==> config.mk <==
export PLATFORM = sky130hd
export DESIGN_NAME = carry_select_adder_pipe
export DESIGN_NICKNAME = d
export VERILOG_FILES = /design/src/rtl/carry_select_adder_pipe.sv
export SDC_FILE = /design/constraint.sdc
export NUM_CORES = 1
export LEC_CHECK = 0
export BUFFER_PORTS_ARGS = -buffer_cell sky130_fd_sc_hd__buf_4
export CAP_MARGIN = 10
export CORE_MARGIN = 5
export CORE_UTILIZATION = 50
export DETAILED_ROUTE_END_ITERATION = 7
export GPL_TIMING_DRIVEN = 0
export PLACE_DENSITY = 0.83
export SYNTH_ARGS = -nofsm -noshare
export SYNTH_HDL_FRONTEND = slang
export SYNTH_SLANG_ARGS = --single-unit
==> constraint.sdc <==
create_clock -name clk -period 6.5 [get_ports clk]
set_input_delay 0.325 -clock clk [delete_from_list [all_inputs] [get_ports clk]]
set_output_delay 0.325 -clock clk [all_outputs]
set_load 0.01 [all_outputs]
==> src/rtl/carry_select_adder_pipe.sv <==
// Two-stage pipelined carry-select adder with rail-consistency fault detection.
// Stage 1 registers both speculative rails of every slice; stage 2 ripples the
// select chain, checks the rails against each other and counts faulting beats.
module carry_select_adder_pipe #(
   parameter  int WIDTH  = 32,
   parameter  int SLICE  = 4,
   parameter  int CNT_W  = 8,
   localparam int NSLICE = WIDTH / SLICE,
   localparam int IDXW   = (NSLICE > 1) ? $clog2(NSLICE) : 1
) (
   input  logic              clk,
   input  logic              rst_n,
   input  logic              in_valid,
   output logic              in_ready,
   input  logic [WIDTH-1:0]  a,
   input  logic [WIDTH-1:0]  b,
   input  logic              cin,
   input  logic [NSLICE-1:0] inj_mask,
   output logic              out_valid,
   input  logic              out_ready,
   output logic [WIDTH-1:0]  sum,
   output logic              cout,
   output logic              fault,
   output logic [IDXW-1:0]   fault_slice,
   output logic [CNT_W-1:0]  fault_count,
   input  logic              clr_count
);

   logic [NSLICE-1:0][SLICE-1:0] w_s0, w_s1;
   logic [NSLICE-1:0]            w_c0, w_c1;

   logic [NSLICE-1:0][SLICE-1:0] r_s0, r_s1;
   logic [NSLICE-1:0]            r_c0, r_c1;
   logic                         r_cin1;
   logic                         r_v1;

   logic [WIDTH-1:0]  r_sum;
   logic              r_cout;
   logic              r_fault;
   logic [IDXW-1:0]   r_fault_slice;
   logic              r_out_valid;
   logic [CNT_W-1:0]  r_fault_count;

   logic [WIDTH-1:0]  w_sum;
   logic              w_cout;
   logic [NSLICE-1:0] w_bad;
   logic [IDXW-1:0]   w_idx;
   logic              w_en1, w_en2, w_load1, w_load2;

   // Handshake: stage 2 frees when empty or draining, stage 1 when stage 2 frees.
   always_comb begin
      w_en2   = !r_out_valid || out_ready;
      w_en1   = !r_v1 || w_en2;
      w_load1 = in_valid && w_en1;
      w_load2 = r_v1 && w_en2;
   end

   assign in_ready = w_en1;

   // Both speculative rails per slice; injection flips bit 0 of the carry-in-1 rail.
   always_comb begin
      w_s0 = '0;
      w_s1 = '0;
      w_c0 = '0;
      w_c1 = '0;
      for (int i = 0; i < NSLICE; i++) begin
         logic [SLICE:0] t0, t1;
         t0 = {1'b0, a[i*SLICE +: SLICE]} + {1'b0, b[i*SLICE +: SLICE]};
         t1 = {1'b0, a[i*SLICE +: SLICE]} + {1'b0, b[i*SLICE +: SLICE]} + (SLICE+1)'(1);
         w_s0[i] = t0[SLICE-1:0];
         w_c0[i] = t0[SLICE];
         w_s1[i] = t1[SLICE-1:0] ^ {{(SLICE-1){1'b0}}, inj_mask[i]};
         w_c1[i] = t1[SLICE];
      end
   end

   // Select chain plus rail check on every slice, selected or not.
   always_comb begin
      logic k;
      k     = r_cin1;
      w_sum = '0;
      w_bad = '0;
      w_idx = '0;
      for (int i = 0; i < NSLICE; i++) begin
         w_sum[i*SLICE +: SLICE] = k ? r_s1[i] : r_s0[i];
         k        = k ? r_c1[i] : r_c0[i];
         w_bad[i] = (r_s1[i] != (r_s0[i] + SLICE'(1))) ||
                    (r_c1[i] != (r_c0[i] | (&r_s0[i])));
      end
      w_cout = k;
      for (int i = NSLICE - 1; i >= 0; i--) begin
         if (w_bad[i]) w_idx = IDXW'(i);
      end
   end

   // Stage 1: capture rails on input transfer.
   always_ff @(posedge clk or negedge rst_n) begin
      if (!rst_n) begin
         r_v1   <= 1'b0;
         r_s0   <= '0;
         r_s1   <= '0;
         r_c0   <= '0;
         r_c1   <= '0;
         r_cin1 <= 1'b0;
      end else begin
         if (w_en1) r_v1 <= in_valid;
         if (w_load1) begin
            r_s0   <= w_s0;
            r_s1   <= w_s1;
            r_c0   <= w_c0;
            r_c1   <= w_c1;
            r_cin1 <= cin;
         end
      end
   end

   // Stage 2: result register, held stable while stalled downstream.
   always_ff @(posedge clk or negedge rst_n) begin
      if (!rst_n) begin
         r_out_valid   <= 1'b0;
         r_sum         <= '0;
         r_cout        <= 1'b0;
         r_fault       <= 1'b0;
         r_fault_slice <= '0;
      end else begin
         if (w_en2) r_out_valid <= r_v1;
         if (w_load2) begin
            r_sum         <= w_sum;
            r_cout        <= w_cout;
            r_fault       <= |w_bad;
            r_fault_slice <= w_idx;
         end
      end
   end

   // Saturating count of faulting stage-2 loads; clear wins over increment.
   always_ff @(posedge clk or negedge rst_n) begin
      if (!rst_n) begin
         r_fault_count <= '0;
      end else if (clr_count) begin
         r_fault_count <= '0;
      end else if (w_load2 && (|w_bad) && !(&r_fault_count)) begin
         r_fault_count <= r_fault_count + CNT_W'(1);
      end
   end

   assign out_valid   = r_out_valid;
   assign sum         = r_sum;
   assign cout        = r_cout;
   assign fault       = r_fault;
   assign fault_slice = r_fault_slice;
   assign fault_count = r_fault_count;

endmodule

==> impl_results.md, run 1 <==
* Pleak at 0.00439 uW
* Crit path max-delay cell type: nor4_2
* Initial DRT Pass Iterations at 8
* Max cap viols at 0
* Clock tree from TritonCTS: yes
* Synth Flop Type: dfrtp_1
* R2r setup slk at 3.87 ns
* Core Box Area at 0.0152 mm2
* GRT overflow at 0
* Cell Count, Final, Fillers Out at 1,085
* Setup violations, final at 0
* Critical R2R Capture: fault_count[3]$_DFFE_PN0P_
* Slew headroom at 0.418
* Hold depth at 2
* RSZ-0062 raised after global routing: no
* # IOs at 125
* Synthesis-stage register bit count at 128
* Post-route clock period utilization at 0.404
* Clock Latency Late Sink at 0.43 ns
* Die area at 0.0180 mm2
* Routed Antenna Nets at 0
* Initial drt markers at roughly 570
* Post-route setup TNS at 0 ns
* Post-CTS Repair Setup Buffers at 0
* CP required at roughly 6.8 ns
* Top delay family on crit path: simple AND/OR/NAND/NOR gates
* N_diodes at 0
* IO Port Bufs at around 120
* Crit Path Max Fanout at 6
* Hold path endpoint: r_v1$_DFFE_PN0N_
* Hold path start: in_valid
* Syn Area/Cell at around 10 um2
* Least-Margin Pin Slew at 0.872 ns
* Final Wtd Congestion at 0.864
* DR vias at 6,188
* Synth Warn # at 0
* Async S/R FF share, synth at 1.00
* Area Growth Syn to Fin at 23.3%
* Worst min-delay path category: input pin to register
* Min Hold Slack at 0.0964 ns
* # rows at between 40 and 50
* Cells after Synth at 740
* Mapped Nets at 875
* Layout cell share with drive strength beyond 1 at 0.249
* Critical path class: register to register
* CP arrival at 2.93 ns
* Crit. End Element: register
* Post-synth EDFFs at 0
* Antenna violations before repair at 0
* Global-route wire length before repair at 32.0 mm
* Die Y at 134 um
* Clk slew on worst S/H paths at around 0.060 ns
* Worst-path cell chain: ha_1 -> a31oi_1 -> xnor2_1 -> nor4_2 -> nand4_2 -> o21ai_4 -> nor3_1 -> mux2_1
* Startpoint class of the critical path: register
* Slew Viols, Final at 0
* Status: complete, no violations
* GRT Overall Usage at 0.223
* Total CTS buffers at 17
* Post-layout min period at ~2.6 ns
* WL/cell at 17.8 um
* WP buf/inv at 0
* Final net count at approximately 1,000
* Worst flop-to-flop path startpoint: r_s0[24]$_DFFE_PN0P_
* Clock Sinks at around 130
* Final WL at 19.3 mm
* CP startpoint: r_s0[24]$_DFFE_PN0P_
* Vias per inst at approximately 5.7
* Clk buf depth at 2
* Placed Cells at 1,053
* Horiz. Die Dim at around 130 um
* Mapped Area at 0.00773 mm2
* Reg2Reg Depth at 8
* Critical Path Max Stage Delay at 0.56 ns
* Unique masters post-synth at 55
* FMAX at between 300 and 400 MHz
* Vias in the first global route at 6,363
* Clock skew at 0.00754 ns
* Clk root buf: clkbuf_16
* Sequential share of the synthesized area at 0.414
* DP Wirelength at about 14 mm
* Largest net degree at the start of global routing at between 70 and 80
* Initial Utilization at 0.509
* Final Hold Vio Count at 0
* H-tree depth at 4
* Maximum vdd drop at between 200 and 250 uV
* Residual DRC at 0
* Power per cell area at 350 mW/mm2
==> cells in the mapped netlist (8+ instances only) <==
cell,count,area share
a21o_1,16,0.016
a21oi_1,29,0.019
a31oi_1,18,0.015
clkbuf_1,19,0.0092
dfrtp_1,128,0.41
fa_1,8,0.021
ha_1,49,0.079
mux2_2,41,0.060
mux2i_1,25,0.032
nand2_1,94,0.046
nand3_1,44,0.028
nor2_1,19,0.0092
o21ai_0,69,0.045
o21ai_1,9,0.0058
xnor2_1,55,0.062
xor2_1,40,0.045
==> logic make-up (layout without fill, tap and decap cells) <==
kind of cell	count (synthesis)	count (layout)	synth area share
DFF	128	128	0.414
adders and majority gates	57	57	0.100
and+or+nand+nor	205	205	0.140
buffers and inverters	26	183	0.0139
muxes	72	72	0.105
xor gates and xnor gates	96	96	0.111
AOI/OAI and AO/OA	156	156	0.116
==> worst reg2reg max path: stages (launching register included) <==
cell and delay [ns]:
dfrtp_1 0.43, ha_1 0.25, a31oi_1 0.19, xnor2_1 0.12, nor4_2 0.56, nand4_2 0.27, o21ai_4 0.27, nor3_1 0.09
mux2_1 0.32
==> how the worst max path moves through the flow <==
stage,endpoint,slack (ns),depth (start not counted)
CTS,fault_count[3]$_DFFE_PN0P_,3.85,8
detailed placement,fault_count[3]$_DFFE_PN0P_,3.87,8
finish,fault_count[3]$_DFFE_PN0P_,3.87,8
floorplan,fault_count[3]$_DFFE_PN0P_,4.32,8
global route,fault_count[3]$_DFFE_PN0P_,3.66,8
global placement,fault_count[5]$_DFFE_PN0P_,3.97,8
==> per-stage QoR <==
stage               setup WS (ns)  area (um2)  utilization  total power [uW]
floorplan                    4.32        7730            -              1960
finish                       3.87        9530        0.627              3330
global placement             3.97        8900        0.585              2320
detailed placement           3.87        8930        0.587              2370
global route                 3.66        9530        0.627              3520
CTS                          3.85        9530        0.627              3340
==> layout make-up <==
cell class                      instances  area, um2
Buffer                                 22       92.6
Inverter                                4       15.0
Clock inverter                          5       75.1
Fill cell                            1204       5670
Multi-Input combinational cell        586       4420
Clock buffer                           26        519
Sequential cell                       128       3200
Timing Repair Buffer                  126        972
Tap cell                              188        235
==> registers in the layout, summed over array words and instances, names as in the netlist <==
register and count:
cout 1, fault 1, fault_count 8, fault_slice 3, out_valid 1, r_c0 8
r_c1 8, r_cin1 1, r_s0 32, r_s1 32, r_v1 1, sum 32
==> per-layer routing <==
metal	up-vias	part of all wire	global-route usage
met2	239	0.51	0.382
met1	2978	0.40	0.278
met3	43	0.065	0.0450
met4	0	0.026	0.0860
met5	-	0	0
li1	2928	-	-
==> report_power, final <==
part | switching, uW | internal [uW]
clock | 339 | 621
sequential | 217 | 1000
combinational | 593 | 561
==> layout by cell type, fill, tap and decap left out, types with 16 or more instances in the layout <==
cell / count
buf_4: 124
mux2i_1: 25
a21oi_1: 29
nand2_1: 94
xor2_1: 40
a21o_1: 16
mux2_2: 41
dfrtp_1: 128
clkbuf_16: 17
clkbuf_1: 22
nor2_1: 19
o21ai_0: 69
ha_1: 49
a31oi_1: 18
nand3_1: 44
xnor2_1: 55
==> repair_timing <==
action	in CTS	in global routing
endpoints found under the setup margin	0	0
hold endpoints to repair	50	0
hold buffers	1	0
gates resized for setup	0	0
No activity file was read; power rests on OpenSTA's default activity.
==> run 2: changes to the inputs <==
==> constraint.sdc (replaced) <==
create_clock -name clk -period 2.7 [get_ports clk]
set_input_delay 0.135 -clock clk [delete_from_list [all_inputs] [get_ports clk]]
set_output_delay 0.135 -clock clk [all_outputs]
set_load 0.01 [all_outputs]
==> impl_results.md, run 2 (synthesized netlist as in run 1, its figures left out) <==
* Dpl cell area at roughly 0.0089 mm2
* Layout cell share with drive strength beyond 1 at 0.248
* DP Wirelength at about 14 mm
* Busiest grt layer: met2
* GR met1 Demand/Resource at 0.278
* Clk slew on worst S/H paths at about 0.06 ns
* Worst flop-to-flop path startpoint: r_s0[28]$_DFFE_PN0P_
* # rows at 45
* GRT Overall Usage at 0.223
* Cell depth of the worst setup path at 8
* Initial drt markers at 451
* Post-CTS Repair Setup Buffers at 0
* Residual DRC at 0
* Clock tree from TritonCTS: yes
* Clock Latency Late Sink at 0.42 ns
* Reg2Reg Depth at 8
* Fin util at 0.630
* Routed Antenna Nets at 0
* Most frequent cells in the layout: dfrtp_1, buf_4, nand2_1
* Slew Viols, Final at 0
* Pwr Total at around 8000 uW
* Max cap viols at 0
* Setup violations, final at 0
* Post-route setup TNS at 0 ns
* Status: complete, no violations
* Crit Path Max Fanout at 5
* R2r setup slk at 0.21 ns
* Final Hold Vio Count at 0
* Vias in the first global route at about 6,400
* Final Wtd Congestion at approximately 0.86
* Critical R2R Capture: fault_slice[0]$_DFFE_PN0P_
* Post-layout instance area at 0.00957 mm2
* Worst min-delay path category: input pin to register
* Final net count at around 1,000
* Clk root buf: clkbuf_16
* Post-route clock period utilization at 0.923
* N_diodes at 0
* Die Y at 134 um
* Met3 Use GR at 0.0446
* Antenna violations before repair at 0
* Power per cell area at 842 mW/mm2
* Final WL at ~19 mm
* CP startpoint: r_s0[28]$_DFFE_PN0P_
* GRT overflow at 0
* Vias per inst at 5.72
* Placed Cells at 1,053
* Global-route wire length before repair at 32.0 mm
* Core Box Area at 0.0152 mm2
* Crit. End Element: register
* Initial DRT Pass Iterations at 5
* Horiz. Die Dim at 134 um
* CP arrival at around 2.8 ns
* Pleak at roughly 0.0044 uW
* Total CTS buffers at 17
* Slew headroom at 0.412
* Largest net degree at the start of global routing at between 70 and 80
* Least-Margin Pin Slew at around 0.88 ns
* CP required at 3.01 ns
* Startpoint class of the critical path: register
* FMAX at 401 MHz
* Post-layout min period at 2.49 ns
* Critical path class: register to register
* Filler instances at roughly 1,200
* WP buf/inv at 0
* Commonest non-fill, non-tap cell in the layout: dfrtp_1
* DR vias at 6,221
* WL/cell at 17.9 um
* Top delay family on crit path: compound AO/OA/AOI/OAI gates
* Clock Sinks at 128
* Crit path max-delay cell type: dfrtp_1
* # IOs at 125
* Critical Path Max Stage Delay at about 0.44 ns
* Clk buf depth at 2
* IO Port Bufs at 124
* Clock skew at about 0.006 ns
* Initial Utilization at 0.509
* Maximum vdd drop at between 500 and 600 uV
* H-tree depth at 4
* Die area at ~0.018 mm2
* Met2 GRT Util at 0.383
* Area Growth Syn to Fin at 23.8%
* RSZ-0062 raised after global routing: no
* Cell Count, Final, Fillers Out at around 1,100
* End point of the critical path: fault_slice[0]$_DFFE_PN0P_
* Worst-path cell chain: ha_1 -> a31oi_1 -> xnor2_1 -> nor4_2 -> and2b_1 -> o41ai_1 -> a21boi_0 -> a2bb2oi_1
[run 2: stage by stage]
step                      hold WS, ns  setup WS, ns
after floorplan                -0.161         0.520
after global placement          0.337         0.168
after detailed placement        0.109        0.0687
after CTS                     0.00592        0.0482
after global routing           0.0165        0.0127
final                          0.0169         0.209
[run 2: routing by layer]
layer | vias up | share of wire
met3 | 38 | 0.062
li1 | 2928 | -
met4 | 0 | 0.025
met1 | 3034 | 0.41
met2 | 221 | 0.50
met5 | - | 0
[run 2: layout make-up]
cell class,instances,area [um2],area share
Buffer,22,92.6,0.00967
Sequential cell,128,3200,0.335
Tap cell,188,235,0.0246
Multi-Input combinational cell,586,4430,0.463
Clock buffer,26,519,0.0542
Clock inverter,5,75.1,0.00784
Inverter,4,15.0,0.00157
Timing Repair Buffer,129,1000,0.105
[run 2: where the power goes]
part           switching [uW]  leakage (uW)  internal [uW]  total (uW)
clock network             817      0.000296           1500        2310
logic                    1450       0.00255           1360        2800
registers                 528       0.00155           2420        2940
[run 2: how the worst min path moves through the flow]
| stage | to | slack, ns | cells past startpoint | startpoint |
|---|---|---|---|---|
| floorplan | cout$_DFFE_PN0P_ | -0.16 | 0 | rst_n |
| global placement | r_v1$_DFFE_PN0N_ | 0.34 | 2 | in_valid |
| detailed placement | r_s0[1]$_DFFE_PN0P_ | 0.11 | 1 | rst_n |
| CTS | r_s1[16]$_DFFE_PN0P_ | 0.006 | 3 | inj_mask[4] |
| global route | r_s1[16]$_DFFE_PN0P_ | 0.02 | 3 | inj_mask[4] |
| finish | r_s1[16]$_DFFE_PN0P_ | 0.02 | 3 | inj_mask[4] |
[run 2: what timing repair did]
item / 4_1_cts / 5_1_grt
resized for setup: 0 / 1
endpoints found under the hold margin: 53 / 0
hold buffers: 4 / 0
endpoints found under the setup margin: 0 / 4
[run 2: worst register-to-register path, cell delays in order, from the launching register on]
cell       delay (ns)
dfrtp_1          0.44
ha_1             0.26
a31oi_1          0.18
xnor2_1          0.10
nor4_2           0.44
and2b_1          0.26
o41ai_1          0.38
a21boi_0         0.16
a2bb2oi_1        0.16
==> run 3: changes to the inputs <==
--- a/config.mk
+++ b/config.mk
@@ -8,10 +8,10 @@
 export BUFFER_PORTS_ARGS = -buffer_cell sky130_fd_sc_hd__buf_4
 export CAP_MARGIN = 10
 export CORE_MARGIN = 5
-export CORE_UTILIZATION = 50
+export CORE_UTILIZATION = 51
 export DETAILED_ROUTE_END_ITERATION = 7
 export GPL_TIMING_DRIVEN = 0
-export PLACE_DENSITY = 0.83
+export PLACE_DENSITY = 0.84
 export SYNTH_ARGS = -nofsm -noshare
 export SYNTH_HDL_FRONTEND = slang
 export SYNTH_SLANG_ARGS = --single-unit
==> impl_results.md, run 3 (synthesized netlist as in run 1, its figures left out) <==
* Post-route setup TNS at 0 ns
* Power per cell area at 836 mW/mm2
* Clock skew at ~0.0074 ns
* Post-CTS Repair Setup Buffers at 0
* Routed Antenna Nets at 0
* Filler instances at roughly 1,200
* WL/cell at 18.0 um
* Antenna violations before repair at 0
* Core Box Area at 0.0150 mm2
* Vias per inst at 5.74
* Critical path class: register to register
* GRT overflow at 0
* Cell Count, Final, Fillers Out at ~1,100
* Slew headroom at 0.430
* Commonest non-fill, non-tap cell in the layout: dfrtp_1
* Clock tree from TritonCTS: yes
* Post-Place Worst Slack at 0.167 ns
* Clk buf depth at 2
* Hold depth at 3
* Largest net degree at the start of global routing at 94
* Clock Sinks at 128
* Most frequent cells in the layout: dfrtp_1, buf_4, nand2_1
* Final Wtd Congestion at 0.848
* Least-Margin Pin Slew at approximately 0.86 ns
* Initial Utilization at 0.514
* Die Y at 133 um
* Status: complete, no violations
* IO Port Bufs at around 120
* Final Hold Vio Count at 0
* Max cap viols at 0
* Placed Cells at 1,053
* Initial DRT Pass Iterations at 5
* Maximum vdd drop at 569 uV
* Setup violations, final at 0
* Post-route clock period utilization at 0.931
* FMAX at 398 MHz
* Vias in the first global route at 6,497
* CP arrival at 2.82 ns
* Post-layout min period at 2.51 ns
* Pleak at 0.00438 uW
* Global-route wire length before repair at 32.2 mm
* H-tree depth at 4
* GRT Overall Usage at 0.226
* Clk slew on worst S/H paths at 0.05 ns
* DP Wirelength at 14.2 mm
* DR vias at 6,244
* Final WL at just under 20 mm
* Area Growth Syn to Fin at 23.3%
* Crit. End Element: register
* Worst min-delay path category: input pin to register
* RSZ-0062 raised after global routing: no
* Startpoint class of the critical path: register
* Total CTS buffers at 17
* Die area at 0.0177 mm2
* N_diodes at 0
* Residual DRC at 0
* Horiz. Die Dim at 133 um
* Initial drt markers at 450
* # IOs at 125
* Final net count at slightly above 1,000
* Crit Path Max Fanout at 6
* Final Worst Setup Slack at 0.185 ns
* Layout cell share with drive strength beyond 1 at 0.250
* # rows at 45
* Reg2Reg Depth at 8
* Clock Latency Late Sink at 0.42 ns
* Slew Viols, Final at 0
* Clk root buf: clkbuf_16
* CP required at 3.00 ns
==> run 3: area by class of cell <==
class                      instances  area (um2)  share of cell area
sequential                       128        3200               0.336
timing repair buffer             128         992               0.104
tap                              188         235              0.0247
clock buffer                      20         447              0.0469
clock inverter                    12         118              0.0123
inverter                           4        15.0             0.00158
buffer                            22        92.6             0.00971
multi-input combinational        586        4430               0.465
==> run 3: repair_timing <==
action                                  in CTS  in global routing
gates resized for setup                      0                  1
endpoints found under the hold margin       37                  0
endpoints found under the setup margin       0                  3
hold buffers                                 3                  0
==> run 3: through the flow <==
stage	hold slack (ns)	utilization	area, um2	power [uW]
after detailed placement	0.0555	0.594	8930	5700
final	0.00411	0.634	9530	7970
after global routing	0.0342	0.634	9530	8390
after global placement	0.352	0.592	8900	5580
after CTS	0.000930	0.633	9520	7950
after floorplan	-0.161	-	7730	4730
==> run 3: worst max-delay path, cell delays in order (launching register included) <==
cell	delay, ns
dfrtp_1	0.43
ha_1	0.26
a31oi_1	0.20
xnor2_1	0.14
nor4_4	0.45
nand4_2	0.23
o21ai_4	0.27
nor3_1	0.09
mux2_1	0.31
==> run 3: worst paths after layout <==
path	slack, ns	endpoint	from
worst max-delay path	0.19	fault_count[5]$_DFFE_PN0P_	r_s0[24]$_DFFE_PN0P_
worst min-delay path	0.004	r_s1[24]$_DFFE_PN0P_	inj_mask[6]
worst max register to register	0.19	fault_count[5]$_DFFE_PN0P_	r_s0[24]$_DFFE_PN0P_
worst min register to register	0.48	sum[6]$_DFFE_PN0P_	sum[6]$_DFFE_PN0P_
max in group asynchronous	1.77	r_s0[26]$_DFFE_PN0P_	rst_n
min in group asynchronous	0.18	sum[5]$_DFFE_PN0P_	rst_n
==> run 3: power by group <==
part	internal [uW]	total [uW]	switching [uW]
Clock	1370	2210	845
Combinational	1360	2810	1450
Sequential	2420	2950	532
Total	5140	7970	2830
==> run 3: routing by layer <==
layer,share of wire,track usage,vias to the layer above
li1,-,-,2932
met1,0.41,0.282,3043
met2,0.50,0.387,209
met3,0.056,0.0449,60
met4,0.031,0.0909,0
met5,0,0,-
